--- config.mk ---
export PLATFORM = sky130hd
export DESIGN_NAME = sprite_palette_bank
export DESIGN_NICKNAME = d
export VERILOG_FILES = /design/src/rtl/sprite_palette_bank.sv
export SDC_FILE = /design/constraint.sdc
export NUM_CORES = 1
export LEC_CHECK = 0
export CORE_ASPECT_RATIO = 0.9
export CORE_MARGIN = 2
export CORE_UTILIZATION = 45
export CTS_CLUSTER_DIAMETER = 150
export DETAILED_ROUTE_END_ITERATION = 8
export PLACE_DENSITY_LB_ADDON = 0.1
export SETUP_SLACK_MARGIN = 0.5
export SKIP_CTS_REPAIR_TIMING = 1
export SLEW_MARGIN = 20
export SYNTH_ARGS = -nofsm -noshare
export SYNTH_HDL_FRONTEND = slang
export SYNTH_SLANG_ARGS = --single-unit
--- constraint.sdc ---
create_clock -name Clk -period 9.1 [get_ports Clk]
set_clock_uncertainty 0.15 [all_clocks]
set_input_delay 1.82 -clock Clk [delete_from_list [all_inputs] [get_ports Clk]]
set_output_delay 1.82 -clock Clk [all_outputs]
set_load 0.1 [all_outputs]
--- src/rtl/sprite_palette_bank.sv ---
// rtl/sprite_palette_bank.sv - multi-palette colour lookup with global frame-timed fade
// Zeroing sweep after reset, two-stage lookup pipeline, optional index-0 transparency.
module sprite_palette_bank #(
  parameter int INDEX_W   = 4,
  parameter int COLOR_W   = 4,
  parameter int NUM_PAL   = 4,
  parameter int FADE_DIV  = 2,
  parameter int TRANSP_EN = 1,
  localparam int PAL_W    = (NUM_PAL > 1) ? $clog2(NUM_PAL) : 1
) (
  input  logic                   Clk,
  input  logic                   Reset,
  input  logic                   in_valid,
  input  logic [PAL_W-1:0]       pal_sel,
  input  logic [INDEX_W-1:0]     index,
  input  logic                   wr_en,
  input  logic [PAL_W-1:0]       wr_pal,
  input  logic [INDEX_W-1:0]     wr_addr,
  input  logic [3*COLOR_W-1:0]   wr_data,
  input  logic                   frame_tick,
  input  logic [1:0]             fade_cmd,
  output logic                   out_valid,
  output logic [COLOR_W-1:0]     red,
  output logic [COLOR_W-1:0]     green,
  output logic [COLOR_W-1:0]     blue,
  output logic                   transparent,
  output logic                   busy,
  output logic                   fade_done
);

  localparam int DEPTH  = NUM_PAL * (2 ** INDEX_W);
  localparam int ADDR_W = PAL_W + INDEX_W;
  localparam int RGB_W  = 3 * COLOR_W;
  localparam int DIV_W  = (FADE_DIV > 1) ? $clog2(FADE_DIV) : 1;
  localparam logic [COLOR_W-1:0] LEVEL_MAX = '1;
  localparam logic [ADDR_W-1:0]  LAST_ADDR = ADDR_W'(DEPTH - 1);
  localparam logic [DIV_W-1:0]   DIV_LAST  = DIV_W'(FADE_DIV - 1);

  typedef enum logic {INIT, RUN} mode_t;
  typedef enum logic {FIDLE, FADING} fade_t;

  mode_t              mode;
  fade_t              fstate;
  logic [ADDR_W-1:0]  init_addr;
  logic [RGB_W-1:0]   mem [DEPTH];
  logic [RGB_W-1:0]   ram_q;
  logic               v1;
  logic               t1;
  logic [COLOR_W-1:0] fade_level;
  logic [COLOR_W-1:0] target;
  logic [DIV_W-1:0]   div;

  logic [PAL_W-1:0]   rd_pal;
  logic [PAL_W-1:0]   wr_pal_eff;
  logic [ADDR_W-1:0]  rd_full;
  logic [ADDR_W-1:0]  wr_full;
  logic [COLOR_W-1:0] cmd_target;
  logic [COLOR_W-1:0] level_step;

  // With a single palette the palette bits carry no information and must not address past DEPTH.
  assign rd_pal     = (NUM_PAL > 1) ? pal_sel : '0;
  assign wr_pal_eff = (NUM_PAL > 1) ? wr_pal : '0;
  assign rd_full    = {rd_pal, index};
  assign wr_full    = {wr_pal_eff, wr_addr};
  assign cmd_target = fade_cmd[0] ? LEVEL_MAX : '0;
  assign level_step = (target > fade_level) ? fade_level + 1'b1 : fade_level - 1'b1;

  function automatic logic [COLOR_W-1:0] fade_ch(input logic [COLOR_W-1:0] c,
                                                 input logic [COLOR_W-1:0] l);
    return (c > l) ? c - l : '0;
  endfunction

  always_ff @(posedge Clk) begin
    if (Reset) begin
      mode      <= INIT;
      init_addr <= '0;
      busy      <= 1'b1;
    end else if (mode == INIT) begin
      if (init_addr == LAST_ADDR) begin
        mode <= RUN;
        busy <= 1'b0;
      end
      init_addr <= init_addr + 1'b1;
    end
  end

  // Read and write share one block so a same-address read returns the pre-write word.
  always_ff @(posedge Clk) begin
    if (mode == INIT)
      mem[init_addr] <= '0;
    else if (wr_en)
      mem[wr_full] <= wr_data;
    ram_q <= mem[rd_full];
  end

  always_ff @(posedge Clk) begin
    if (Reset) begin
      v1 <= 1'b0;
      t1 <= 1'b0;
    end else begin
      v1 <= in_valid && (mode == RUN);
      t1 <= (TRANSP_EN != 0) && (index == '0);
    end
  end

  always_ff @(posedge Clk) begin
    if (Reset) begin
      out_valid   <= 1'b0;
      transparent <= 1'b0;
      red         <= '0;
      green       <= '0;
      blue        <= '0;
    end else begin
      out_valid   <= v1;
      transparent <= v1 && t1;
      if (t1) begin
        red   <= '0;
        green <= '0;
        blue  <= '0;
      end else begin
        red   <= fade_ch(ram_q[RGB_W-1 -: COLOR_W], fade_level);
        green <= fade_ch(ram_q[2*COLOR_W-1 -: COLOR_W], fade_level);
        blue  <= fade_ch(ram_q[COLOR_W-1:0], fade_level);
      end
    end
  end

  // A command in the same cycle as frame_tick takes priority and the tick is lost.
  always_ff @(posedge Clk) begin
    if (Reset) begin
      fstate     <= FIDLE;
      fade_level <= '0;
      target     <= '0;
      div        <= '0;
      fade_done  <= 1'b0;
    end else begin
      fade_done <= 1'b0;
      if (mode == RUN && fade_cmd != 2'b00) begin
        div <= '0;
        case (fade_cmd)
          2'b01, 2'b10: begin
            target <= cmd_target;
            if (fade_level == cmd_target) begin
              fade_done <= 1'b1;
              fstate    <= FIDLE;
            end else begin
              fstate <= FADING;
            end
          end
          default: begin
            fade_level <= '0;
            fstate     <= FIDLE;
          end
        endcase
      end else if (fstate == FADING && frame_tick) begin
        if (div == DIV_LAST) begin
          div        <= '0;
          fade_level <= level_step;
          if (level_step == target) begin
            fade_done <= 1'b1;
            fstate    <= FIDLE;
          end
        end else begin
          div <= div + 1'b1;
        end
      end
    end
  end

endmodule
==> results of run 1 <==
-- registers in the layout (all words and copies together) (netlist names), 4 cells and up --
name / count
init_addr: 6
green: 4
blue: 4
red: 4
ram_q: 12
mem: 768
fade_level: 4
-- per-stage QoR --
stage,cell area (um2),power [mW],setup WS [ps]
6_report,36000,7.71,4180
5_1_grt,36000,7.94,4090
4_1_cts,35900,7.77,4190
3_5_place_dp,33300,4.55,3540
3_3_place_gp,33300,4.54,3450
2_1_floorplan,32000,4.42,5310
-- routing by layer --
metal,GRT usage,up-vias,routed length (um)
met5,0,-,13
met2,0.338,545,37500
met3,0.0686,95,6830
met4,0.0526,2,1610
met1,0.321,8581,35200
li1,-,6821,-
-- worst max-delay path by stage --
stage	start	endpoint	depth (start not counted)
CTS	wr_en	mem[30][4]	5
finish	wr_en	mem[60][8]	5
floorplan	wr_en	mem[0][0]	5
global placement	index[0]	ram_q[8]	5
global route	wr_en	mem[34][6]	5
detailed placement	wr_en	mem[30][7]	5
-- final cells by class --
type	instances	area (um2)
tap	940	1180
sequential	812	23900
fill	5606	34300
clock inverter	41	293
multi-input combinational	719	7520
clock buffer	112	2270
timing repair buffer	71	687
inverter	19	71.3
-- logic make-up (layout without fill, tap and decap cells) --
group           Yosys count  after routing  synth area share
flops                   812            812             0.749
buf+inv                 100            243            0.0207
xor+xnor                 12             12           0.00329
mux                     265            265             0.144
fa+ha+maj                24             24            0.0103
simple gates            249            249            0.0348
compound gates          169            169            0.0379
-- synth_stat cells (5+ instances only) --
cell / n / area share
sky130_fd_sc_hd__and3_1: 13 / 0.0025
sky130_fd_sc_hd__a31oi_1: 5 / 0.00098
sky130_fd_sc_hd__nand3_1: 11 / 0.0017
sky130_fd_sc_hd__mux4_1: 5 / 0.0041
sky130_fd_sc_hd__a21oi_1: 31 / 0.0049
sky130_fd_sc_hd__and2_1: 5 / 0.00098
sky130_fd_sc_hd__o221ai_1: 18 / 0.0049
sky130_fd_sc_hd__mux2_2: 13 / 0.0046
sky130_fd_sc_hd__o22ai_1: 16 / 0.0031
sky130_fd_sc_hd__a221oi_1: 7 / 0.0019
sky130_fd_sc_hd__ha_1: 20 / 0.0078
sky130_fd_sc_hd__o21ai_0: 19 / 0.0030
sky130_fd_sc_hd__mux2i_1: 99 / 0.031
sky130_fd_sc_hd__nor2_1: 109 / 0.013
sky130_fd_sc_hd__inv_1: 18 / 0.0021
sky130_fd_sc_hd__a2111oi_0: 6 / 0.0016
sky130_fd_sc_hd__dfxtp_1: 44 / 0.028
sky130_fd_sc_hd__mux4_2: 148 / 0.10
sky130_fd_sc_hd__nand2_1: 67 / 0.0079
sky130_fd_sc_hd__nand4_1: 6 / 0.0012
sky130_fd_sc_hd__a22oi_1: 18 / 0.0042
sky130_fd_sc_hd__or3_1: 5 / 0.00098
sky130_fd_sc_hd__nor2b_1: 13 / 0.0025
sky130_fd_sc_hd__buf_2: 21 / 0.0033
sky130_fd_sc_hd__clkbuf_1: 23 / 0.0027
sky130_fd_sc_hd__buf_6: 17 / 0.0060
sky130_fd_sc_hd__xor2_1: 8 / 0.0022
sky130_fd_sc_hd__nor3_1: 6 / 0.00094
sky130_fd_sc_hd__buf_4: 10 / 0.0023
sky130_fd_sc_hd__a221o_1: 5 / 0.0016
sky130_fd_sc_hd__edfxtp_1: 768 / 0.72
sky130_fd_sc_hd__a211oi_1: 16 / 0.0038
-- power breakdown --
group | total [mW] | internal [mW] | switching, mW
clock | 3.25 | 1.84 | 1.40
sequential | 4.08 | 4.06 | 0.0185
combinational | 0.387 | 0.136 | 0.252
-- worst reg2reg max path, delay by kind of cell (launching register included) --
kind	cells	cell delay (ps)
and+or+nand+nor	3	2180
DFF	1	760
muxes	1	360
==> flow_metrics.py, run 1 <==
metrics = {
    "setup_path": {
        "crit_reg_reg_endpoint": "mem[60][8]",
        "cpPeakStageDelay_ps": 1090,
        "worst_ep_required_time_ps": 9190,
        "worstPathArrival_ps": 5010,
        "cp_slowest_cell": "sky130_fd_sc_hd__nor2_1",
        "critical_path_peak_fanout": 15,
        "reg2reg_from": "mode",
        "cp_startpoint_kind": "primary input",
        "regToRegSetupSlack_ps": 5260,
        "rr_worst_depth": 4,
        "critPathKind": "primary input to flop",
        "crit_chain": "clkdlybuf4s50_1 > nand2_1 > mux2_2 > nand2_1 > nor2_1",
        "worst_path_dominant_cell_family": "simple AND/OR/NAND/NOR gates",
        "critical-path-top-cell-by-count": "sky130_fd_sc_hd__nand2_1",
        "cp.buffers_inverters": 1,
        "timing.critical_path.to_type": "flop",
    },
    "route": {
        "routed_wirelength_mm": 81.2,
        "detail_route.wl_per_cell_um": 29.9,
        "drt_pre_antenna_iters": 5,
        "vias_per_cell": 5.91,
        "vias": 16044,
        "post_drt_antenna_nets": 0,
        "drc_errors": 0,
        "drt_iter0_drc": 1873,
    },
    "floorplanning": {
        "die_height_um": 257,
        "die-width_um": 285,
        "fp-row-count": 92,
        "initial_utilization": 0.455,
        "fp.dieArea_mm2": 0.0732,
        "design.portCount": 47,
        "core_mm2": 0.0702,
    },
    "status": {
        "run_status": "finished, final reports clean",
    },
    "flow_run": {
        "maxCapViolations": 0,
    },
    "global_route": {
        "global_route.usage.total": 0.224,
        "pin_count_of_the_biggest_net_entering_global_routing": 113,
        "first_global_vias": 16108,
        "grt_pass1_wl_mm": 117,
        "grt_overflow_total": 0,
        "grt_antenna_before_repair": 3,
    },
    "place": {
        "placed_cells": 2561,
        "detailed_place_hpwl_mm": 48.1,
        "portBuffers": 46,
        "globalplace.congestion": 0.840,
    },
    "cts": {
        "clkTransAtPathRegs_ps": 60,
        "clockRootBuffer": "sky130_fd_sc_hd__clkbuf_16",
        "clk-insertion-delay-late_ps": 630,
        "clock_tree.buffer_depth": 3,
        "cts-buffers-inserted": 84,
        "htree_num_levels": 3,
        "cts.sinks": 812,
        "tritoncts": "done",
    },
    "layout": {
        "layout.cells.non_filler": 2714,
        "drive_above_1_share": 0.210,
        "layout.cells.most_common_list": "768 x sky130_fd_sc_hd__edfxtp_1, 148 x sky130_fd_sc_hd__mux4_2, 99 x sky130_fd_sc_hd__mux2i_1",
        "final_common_cell": "sky130_fd_sc_hd__edfxtp_1",
        "count_of_nets_after_finishing": 1762,
        "fin_util": 0.512,
        "area_delta_synth_final_pct": 12.5,
        "num_antenna_cells": 0,
    },
    "timing": {
        "fin_worst_hold_slack_ps": 314,
        "grt_setup_unrepaired": "no",
        "fin_tns_setup_ps": 0,
        "maxSlewHeadroom": 0.264,
        "achievable-frequency_ghz": 0.203,
        "period_minus_slack_ps": 4920,
        "final_min_period_over_clock_period": 0.540,
        "worst-slew-pin-transition_ps": 1100,
        "setup_viol_count_final": 0,
        "hold_viol": 0,
        "drv_slew": 0,
    },
    "hold_path": {
        "worst_hold_path.endpoint": "out_valid",
        "hold_path.startpoint": "v1",
        "hold_class": "flop to flop",
        "hold_depth": 1,
    },
    "logic_synthesis": {
        "syn-cell-area_mm2": 0.0320,
        "yosys_register_bits": 812,
        "synthesis.instances": 1631,
        "ys_seq_area_frac": 0.749,
        "synthFlopType": "sky130_fd_sc_hd__edfxtp_1",
        "synth_async_sr_flop_share": 0,
        "synthesis.nets": 1686,
        "synth.avg_cell_area_um2": 19.6,
        "number_of_synthesis_warnings": 0,
        "yosys.cell_types.count": 58,
        "number_of_flops_mapped_to_enable_cells_by_yosys": 768,
    },
    "power_and_ir_drop": {
        "pd_cells_mw_per_mm2": 215,
        "power.static_leakage_nw": 12.7,
        "vdd_ir_drop_max_v": 0.000153,
    },
}
(Power assumes the default switching activity.)
==> inputs of run 2 (changes only) <==
Clock period 9.1 ns to 4.9 ns, I/O delays scaled along.
==> flow_metrics.py, run 2 (synthesis gave the netlist of run 1 again) <==
metrics = {
    "status": {
        "run_status": "finished, final reports clean",
    },
    "layout": {
        "layout.cells.non_filler": 2813,
        "top_register": "mem",
        "area_delta_synth_final_pct": 15.4,
        "reg_top3": "mem: 768 flops, ram_q: 12 flops, init_addr: 6 flops",
        "layout.cells.most_common_list": "768 x sky130_fd_sc_hd__edfxtp_1, 148 x sky130_fd_sc_hd__mux4_2, 116 x sky130_fd_sc_hd__buf_4",
        "fin_util": 0.525,
        "count_of_nets_after_finishing": 1860,
        "postLayoutCellArea_mm2": 0.0369,
        "largest_reg_flops": 768,
        "final_common_cell": "sky130_fd_sc_hd__edfxtp_1",
        "drive_above_1_share": 0.226,
    },
    "setup_path": {
        "critical_path_peak_fanout": 7,
        "reg2reg_from": "fade_level[1]",
        "worstPathArrival_ps": 4190,
        "critPathKind": "flop to flop",
        "cp_startpoint_kind": "flop",
        "timing.critical_path.to_type": "flop",
        "crit_reg_reg_endpoint": "fade_done",
        "regToRegSetupSlack_ps": 1130,
        "crit_chain": "inv_1 > ha_1 > nor2b_1 > o21ai_0 > a21oi_1 > inv_1 > ha_1 > a21o_1 > a21oi_1 > xnor2_1 > xnor2_1 > mux2i_1 > a32o_1",
        "rr_worst_depth": 13,
        "cpPeakStageDelay_ps": 600,
        "worst_ep_required_time_ps": 5320,
        "cp_slowest_cell": "sky130_fd_sc_hd__dfxtp_1",
    },
    "floorplanning": {
        "core_mm2": 0.0702,
        "fp-row-count": 92,
        "die-width_um": 285,
        "design.portCount": 47,
        "die_height_um": 257,
        "initial_utilization": 0.455,
        "fp.dieArea_mm2": 0.0732,
    },
    "place": {
        "globalplace.congestion": 0.880,
        "detailed_place_hpwl_mm": 53.1,
        "portBuffers": 46,
        "dp_worst_setup_slack_ps": 727,
        "placed_cells": 2659,
        "placement.cell_area_mm2": 0.0340,
    },
    "route": {
        "vias": 16361,
        "detail_route.wl_per_cell_um": 29.5,
        "vias_per_cell": 5.82,
        "drt_iter0_drc": 1636,
        "drt_pre_antenna_iters": 5,
        "drc_errors": 0,
        "routed_wirelength_mm": 83.0,
        "post_drt_antenna_nets": 0,
    },
    "power_and_ir_drop": {
        "pd_cells_mw_per_mm2": 403,
        "report.power.total_mw": 14.8,
        "power.static_leakage_nw": 13.3,
        "vdd_ir_drop_max_v": 0.000303,
    },
    "flow_run": {
        "maxCapViolations": 0,
    },
    "hold_path": {
        "hold_class": "flop to flop",
        "hold_depth": 1,
        "hold_path.startpoint": "v1",
        "worst_hold_path.endpoint": "out_valid",
    },
    "global_route": {
        "grt_overflow_total": 0,
        "grt_pass1_wl_mm": 119,
        "global_route.usage.total": 0.228,
        "pin_count_of_the_biggest_net_entering_global_routing": 71,
        "first_global_vias": 16322,
        "grt_antenna_before_repair": 1,
    },
    "cts": {
        "cts.sinks": 812,
        "cts-buffers-inserted": 84,
        "clkTransAtPathRegs_ps": 60,
        "clk-insertion-delay-late_ps": 630,
        "clockRootBuffer": "sky130_fd_sc_hd__clkbuf_16",
        "tritoncts": "done",
        "htree_num_levels": 3,
        "clock_tree.buffer_depth": 3,
    },
    "timing": {
        "grt_setup_unrepaired": "no",
        "drv_slew": 0,
        "final_min_period_over_clock_period": 0.769,
        "achievable-frequency_ghz": 0.265,
        "hold_viol": 0,
        "fin_worst_hold_slack_ps": 319,
        "setup_viol_count_final": 0,
        "fin_tns_setup_ps": 0,
        "period_minus_slack_ps": 3770,
        "worst-slew-pin-transition_ps": 1080,
        "final.setup.worst_slack_ps": 1130,
        "maxSlewHeadroom": 0.277,
    },
}
run 2: cell count changes in the layout (fill, tap and decap cells not counted), moves of 4 or more:
cell	change
sky130_fd_sc_hd__clkbuf_1	-4
sky130_fd_sc_hd__buf_4	+94
sky130_fd_sc_hd__clkinv_2	-4
sky130_fd_sc_hd__buf_12	+4
sky130_fd_sc_hd__nor2_2	-51
sky130_fd_sc_hd__nor2_1	+51
sky130_fd_sc_hd__bufinv_16	+9
run 2: critical path: cells and delay by family (launching register included):
kind	cells	cell delay, ps
flops	1	600
mux	1	270
buf+inv	2	440
xor+xnor	2	350
fa+ha+maj	2	680
compound gates	5	1100
simple gates	1	110
run 2: worst max-delay path by stage:
stage / startpoint / end / slack [ps] / depth (start not counted)
finish: fade_level[1] / fade_done / 1130 / 13
global route: fade_level[1] / fade_done / 770 / 13
CTS: fade_level[1] / fade_done / 1080 / 13
detailed placement: wr_en / mem[34][1] / 730 / 6
global placement: wr_en / mem[34][1] / 780 / 6
floorplan: fade_level[1] / fade_done / 1770 / 13
run 2: final cells by class:
type                       instances  area [um2]
antenna                            1        2.50
clock buffer                     109        2280
clock inverter                    44         536
fill                            5608       33300
inverter                          19        71.3
multi-input combinational        719        7390
sequential                       812       23900
tap                              940        1180
timing repair buffer             169        1470
run 2: power by group:
| part | switching [mW] | internal, mW |
|---|---|---|
| clock network | 2.61 | 3.92 |
| logic | 0.473 | 0.272 |
| registers | 0.0347 | 7.54 |
| total | 3.11 | 11.7 |
run 2: metal layers:
| metal | vias to the layer above | wire [um] | global-route usage |
|---|---|---|---|
| met5 | - | 0 | 0 |
| met4 | 0 | 1930 | 0.0617 |
| met3 | 103 | 5860 | 0.0533 |
| met2 | 571 | 39300 | 0.356 |
| met1 | 8661 | 35800 | 0.325 |
| li1 | 7026 | - | - |
